<file path="config.mk">
export PLATFORM = sky130hd
export DESIGN_NAME = multiplier_datapath
export DESIGN_NICKNAME = d
export VERILOG_FILES = /design/src/rtl/multiplier_datapath.sv
export SDC_FILE = /design/constraint.sdc
export NUM_CORES = 1
export LEC_CHECK = 0
export BUFFER_PORTS_ARGS = -buffer_cell sky130_fd_sc_hd__buf_2
export CORE_MARGIN = 5
export CORE_UTILIZATION = 30
export CTS_BUF_LIST = sky130_fd_sc_hd__clkbuf_8
export DETAILED_ROUTE_END_ITERATION = 6
export SLEW_MARGIN = 30
export SYNTH_ARGS = -nofsm -noshare
export SYNTH_HDL_FRONTEND = slang
export SYNTH_SLANG_ARGS = --single-unit
</file>
<file path="constraint.sdc">
create_clock -name Clk -period 4.2 [get_ports Clk]
set_clock_uncertainty 0.2 [all_clocks]
set_input_delay 0.84 -clock Clk [delete_from_list [all_inputs] [get_ports Clk]]
set_output_delay 0.84 -clock Clk [all_outputs]
set_load 0.03 [all_outputs]
</file>
<file path="src/rtl/multiplier_datapath.sv">
// Register/arithmetic datapath for the 8-bit signed shift-add multiplier.
// Executes one control strobe per cycle on the X:A:B chain and flags protocol misuse.
module multiplier_datapath (
  input  logic       Clk,
  input  logic       Reset,
  input  logic       Clr_Ld,
  input  logic       Add,
  input  logic       Sub,
  input  logic       Shift,
  input  logic [7:0] S,
  output logic [7:0] Aval,
  output logic [7:0] Bval,
  output logic       X,
  output logic       M,
  output logic       Done,
  output logic       Err
);

  typedef enum logic [2:0] {
    OP_HOLD,
    OP_CLR,
    OP_ADD,
    OP_SUB,
    OP_SHIFT,
    OP_ILLEGAL
  } op_e;

  logic signed [7:0] a_p0, a_nx;
  logic signed [7:0] b_p0, b_nx;
  logic              x_p0, x_nx;
  logic        [3:0] step_p0, step_nx;
  logic              done_p0, done_nx;
  logic              err_p0, err_nx;

  op_e               op;
  logic              multi_strobe;
  logic        [8:0] sum9;

  // 9-bit sign-extended add/subtract; bit 8 becomes the new X.
  function automatic logic [8:0] addsub9(input logic signed [7:0] a,
                                         input logic signed [7:0] s,
                                         input logic              sub);
    logic signed [8:0] ae;
    logic signed [8:0] se;
    ae = {a[7], a};
    se = {s[7], s};
    return sub ? 9'(ae - se) : 9'(ae + se);
  endfunction

  assign multi_strobe = (Clr_Ld & (Add | Sub | Shift)) |
                        (Add & (Sub | Shift)) |
                        (Sub & Shift);

  always_comb begin
    op = OP_HOLD;
    if (multi_strobe)
      op = OP_ILLEGAL;
    else if (Clr_Ld)
      op = OP_CLR;
    else if ((Add | Sub | Shift) && done_p0)
      op = OP_ILLEGAL;
    else if (Add)
      op = OP_ADD;
    else if (Sub)
      op = OP_SUB;
    else if (Shift)
      op = OP_SHIFT;
  end

  assign sum9 = addsub9(a_p0, S, (op == OP_SUB));

  always_comb begin
    a_nx    = a_p0;
    b_nx    = b_p0;
    x_nx    = x_p0;
    step_nx = step_p0;
    done_nx = done_p0;
    err_nx  = err_p0;
    case (op)
      OP_CLR: begin
        a_nx    = '0;
        b_nx    = S;
        x_nx    = 1'b0;
        step_nx = 4'd0;
        done_nx = 1'b0;
        err_nx  = 1'b0;
      end
      OP_ADD, OP_SUB: begin
        a_nx = sum9[7:0];
        x_nx = sum9[8];
      end
      OP_SHIFT: begin
        // X stays put so it keeps feeding the sign into A on every shift.
        a_nx    = {x_p0, a_p0[7:1]};
        b_nx    = {a_p0[0], b_p0[7:1]};
        step_nx = step_p0 + 4'd1;
        done_nx = (step_nx == 4'd8);
      end
      OP_ILLEGAL: err_nx = 1'b1;
      default: ;
    endcase
  end

  // State register stage
  always_ff @(posedge Clk) begin
    if (Reset) begin
      a_p0    <= '0;
      b_p0    <= '0;
      x_p0    <= 1'b0;
      step_p0 <= 4'd0;
      done_p0 <= 1'b0;
      err_p0  <= 1'b0;
    end else begin
      a_p0    <= a_nx;
      b_p0    <= b_nx;
      x_p0    <= x_nx;
      step_p0 <= step_nx;
      done_p0 <= done_nx;
      err_p0  <= err_nx;
    end
  end

  assign Aval = a_p0;
  assign Bval = b_p0;
  assign X    = x_p0;
  assign M    = b_p0[0];
  assign Done = done_p0;
  assign Err  = err_p0;

endmodule

</file>
# Word-level counts from Yosys, hierarchy flattened
# Cells that the tools add are included.
# op_classes
n_mux	13
n_addsub	3
eq_ne	6
bitwise_logic	8
n_reduce_logical	6
# ops
op	count
$pmux 8 s3	1
$mux 3	6
$pmux 8 s2	1
$add 8x8->9	1
$mux 9	1
$sub 8x8->9	1
$pmux 4 s2	1
$eq 3x2->1 const B	2
$eq 3x3->1 const B	2
$pmux 1 s2	3
$reduce_bool 2->1	3
$or 1x1->1	5
$add 4x1->4 const B	1
$eq 4x4->1 const B	1
$and 1x1->1	3
$eq 3x1->1 const B	1
$reduce_bool 3->1	1
$reduce_or 2->1	1
$logic_and 1x1->1	1
# word_totals
word_cells	42
in_bits	14
register_bits	23
output_inout_bits	20

# Longest topological paths before layout
# logic_depth
depth_word	9
depth_mapped	13
depth_no_buf	11

# Worst setup path after synthesis
# Ideal clock, no wire load.
# synth_path
path_kind	input port to flip-flop
startpoint	input Shift
endpoint	register x_p0, in the netlist X
setup_slack_ns	0.536
n_path_buf	2
arrival_time_ns	3.337
t_required_ns	3.873
stages	12
setup_ns	0.127
path_cell_list	buf_4 nor3_4 and2_1 clkbuf_1 mux2_2 fa_1 nand2b_1 a21oi_1 o21ai_0 o21ai_0 nor3_1 or3_1
# synth_via
elab_chain_len	9
word_cells_on_any_way	21
classes_between	eq/ne: 3; mux: 8; bitwise: 7; reduce/logical: 3
# synth_lines
item	line_no	text
from (decl)	9	input logic Shift,
$mux 3	66	else if (Shift)
$mux 3	64	else if (Sub)
$mux 3	62	else if (Add)
$mux 3	60	else if ((Add | Sub | Shift) && done_p0)
$mux 3	58	else if (Clr_Ld)
$mux 3 (*)	56	if (multi_strobe)
$eq 3x2->1, on equally long branches	70, 79	
$mux 9 / $reduce_or 2->1 (equally long branches)	47, 79	
$pmux 1 s2 / $reduce_bool 2->1 (equally long branches)	n/a	
to (signal assigned)	116	x_p0 <= x_nx;
to (decl)	30	logic x_p0, x_nx;
# Every way passes the cells marked *; elsewhere a longest branch is shown, timed or not.
# A chain may end at the register's enable or synchronous reset.

# Worst setup path in the final report
# layout_path
startpoint	input Sub
endpoint	register x_p0, in the netlist X
# layout_via
elab_chain_len	9
word_cells_on_any_way	21
classes_between	eq/ne: 3; mux: 7; bitwise: 8; reduce/logical: 3
# layout_lines
item	line_no	text
from (decl)	8	input logic Sub,
$or 1x1->1 (2 in series)	50, 60	
$and 1x1->1 / $logic_and 1x1->1 (equally long branches)	50, 60	
$or 1x1->1 / $mux 3 (equally long branches)	50, 60	
$or 1x1->1 / $mux 3 (equally long branches)	51, 58	
$mux 3 (*)	56	
$eq 3x2->1, on equally long branches	70, 79	
$mux 9 / $reduce_or 2->1 (equally long branches)	47, 79	
$pmux 1 s2 / $reduce_bool 2->1 (equally long branches)	n/a	
# Marks and branches as above.

==> impl_metrics.json <==
{
  "outcome": "finished, final reports clean",
  "cts_buffer_depth": 2,
  "async_flop_share_pct": 0,
  "r2r_end": "X",
  "cts_tree": "built",
  "power_leakage_nw": 0.7901,
  "startpoint_type": "input pin",
  "vias": 1513,
  "worst_pin_slew_ns": 0.7175,
  "worstSetupPathType": "input pin to register",
  "synth_nets": 231,
  "grt_pass1_wl_mm": 7.010,
  "fin_crit_ns": 3.578,
  "ys_seq_elements": 23,
  "synth_area_mm2": 0.001659,
  "wire_per_inst_um": 13.32,
  "route.met2.wl_mm": 1.857,
  "area_growth_pct": 14.63,
  "cap_violations": 0,
  "ff2ff_path_depth": 10,
  "io_buffers": 33,
  "antenna_found_initial": 0,
  "yosysWarnings": 0,
  "min_path_cells": 2,
  "ir_worst_vdd_v": 0.0001231,
  "grt_setup_unrepaired": "no",
  "row_count": 27,
  "powerDensity_mw_per_mm2": 282.1,
  "top_layer_used": "met3",
  "dr.pass1.iters": 4,
  "synth_edf_count": 0,
  "synth_top_area_cell": "dfxtp_1",
  "hold_start": "Bval[4]",
  "diodes": 0,
  "nets": 259,
  "netlist_instances": 205,
  "hold_viol_final": 0,
  "critPathMaxFanout": 10,
  "die_area_mm2": 0.007117,
  "layout_setup_ws_ns": 0.6224,
  "htreeDepth": 1,
  "cts_resized": 0,
  "die_h_um": 84.37,
  "grt_overflow_total": 0,
  "synth_cell_types": 50,
  "hold_path_end": "Bval[3]",
  "synthFlopType": "dfxtp_1",
  "core_mm2": 0.005439,
  "die_x_um": 84.37,
  "placed_area_mm2": 0.001856,
  "slew_violations": 0,
  "n_fill_cell": 588,
  "drt_iter0_drc": 115,
  "critPathCaptureType": "register",
  "yosys-top-cells-area": "dfxtp_1 (28%), ha_1 (8.3%), nor2_1 (6.8%), xnor2_1 (5.3%), nand2_1 (4.8%)",
  "grt_max_degree": 25,
  "clock_latency_ns": 0.27,
  "yosysSeqAreaShare_pct": 27.75,
  "rr_startpoint": "Done",
  "cts_made_buffers": 3,
  "slew-limit-headroom_pct": 51.89,
  "cts-root-buf": "clkbuf_8",
  "wl_mm": 4.049,
  "syn_avg_cell_area_um2": 8.093,
  "grt_use_total_pct": 11.89,
  "preCtsSetupSlack_ns": 0.3349,
  "drive_above_1_share_pct": 21.55,
  "synth_top_area_share_pct": 27.75,
  "total_power_w": 0.0005366,
  "place_congestion": 0.9064,
  "wl_met3_um": 251,
  "report.final.setup_viol": 0,
  "place.detailed.hpwl_mm": 3.145,
  "critPathArrivalTime_ns": 3.54,
  "fin_area_mm2": 0.001902,
  "max_freq_ghz": 0.2795,
  "wl_met1_mm": 1.940,
  "clock_sinks": 23,
  "vias_per_cell": 4.977,
  "r2r_setup_slack_ns": 0.97,
  "finalSetupTns_ns": 0,
  "critPathRequiredTime_ns": 4.16,
  "drc_errors": 0,
  "cts_hold_buf": 0,
  "start_util_pct": 30.50,
  "cts.clk_slew.worst_paths_ns": 0.09,
  "antenna_left": 0,
  "hold_path_class": "register to register",
  "post_cts.repair.setup_buffers": 0,
  "grt_pass1_vias": 1455,
  "io_pins": 34,
  "finalCritPeriodShare_pct": 85.18
}
how the worst max path moves through the flow:
stage | cells after the start | startpoint | to | slack, ns
6_report | 11 | Sub | X | 0.62
5_1_grt | 11 | Sub | X | 0.41
4_1_cts | 11 | Sub | X | 0.63
3_5_place_dp | 11 | Sub | X | 0.33
3_3_place_gp | 11 | Add | X | 0.43
2_1_floorplan | 12 | Shift | X | 0.54
metal layers:
layer  up-vias  GRT usage (%)
li1        782              -
met1       695          16.00
met2        36          19.44
met3         0          3.631
met4         0          1.295
met5         -              0
Yosys cell counts, types with 2 or more instances:
cell type and number:
a21boi_2 2, a21oi_1 14, a21oi_2 2, a22oi_1 4
a311oi_1 8, buf_2 2, buf_4 3, clkbuf_1 4
dfxtp_1 23, ha_1 11, inv_1 6, nand2_1 21
nand2b_1 5, nand3_1 4, nor2_1 30, nor2b_1 2
nor3_1 5, nor3_4 3, nor4b_1 2, o21a_1 2
o21ai_0 7, o22ai_1 4, xnor2_1 10, xor2_1 5
per-stage QoR:
step | hold WS (ns) | util [%] | instances
after floorplan | 0.2777 | - | 205
after global placement | 0.2903 | 34.12 | 300
after detailed placement | 0.2905 | 34.12 | 300
after CTS | 0.3033 | 34.97 | 304
after global routing | 0.3266 | 34.97 | 304
final | 0.2994 | 34.97 | 304
cell usage in the layout, fill, tap and decap left out, types with 5 or more instances in the layout:
master    synthesis  routed
nor2_1           30      30
xnor2_1          10      10
a311oi_1          8       8
buf_2             2      33
a21oi_1          14      14
o21ai_0           7       7
dfxtp_1          23      23
ha_1             11      11
nand2_1          21      21
xor2_1            5       5
nand2b_1          5       5
nor3_1            5       5
inv_1             6       6
final cells by class:
type	count	area (um2)	share of cell area (%)
Clock buffer	3	41.29	2.171
Clock inverter	1	5.005	0.2632
Inverter	6	22.52	1.184
Multi-Input combinational cell	166	1117	58.75
Sequential cell	23	460.4	24.21
Tap cell	72	90.09	4.737
Timing Repair Buffer	33	165.2	8.684
cells by family (layout without fill, tap and decap cells):
group	Yosys count	after routing	synth area share (%)
adder cells (fa/ha/maj)	12	12	9.502
buffers and inverters	16	43	4.901
multiplexers	1	1	0.6787
flip-flops	23	23	27.75
AO/OA/AOI/OAI	54	54	22.40
XOR/XNOR	15	15	7.918
AND/OR/NAND/NOR	84	84	26.85
registers in the layout, summed over array words and instances (netlist names):
signal and flops:
Aval 8, X 1, step_p0 4, Done 1
Bval 8, Err 1
critical path, cell delays in order:
cell	delay (ns)
buf_2	0.23
and2b_1	0.21
and2_1	0.30
mux2_2	0.40
fa_1	0.43
nand2b_1	0.17
a21oi_1	0.17
o21ai_0	0.13
o21ai_0	0.24
nor3_1	0.06
or3_1	0.36
power breakdown:
| part | switching [W] | total (W) | internal (W) | leakage, nW |
|---|---|---|---|---|
| registers | 0.0000104 | 0.000239 | 0.000229 | 0.187 |
| logic | 0.0000972 | 0.000158 | 0.0000609 | 0.577 |
| clock network | 0.0000728 | 0.000139 | 0.0000662 | 0.0255 |
No activity file was read; power rests on OpenSTA's default activity.
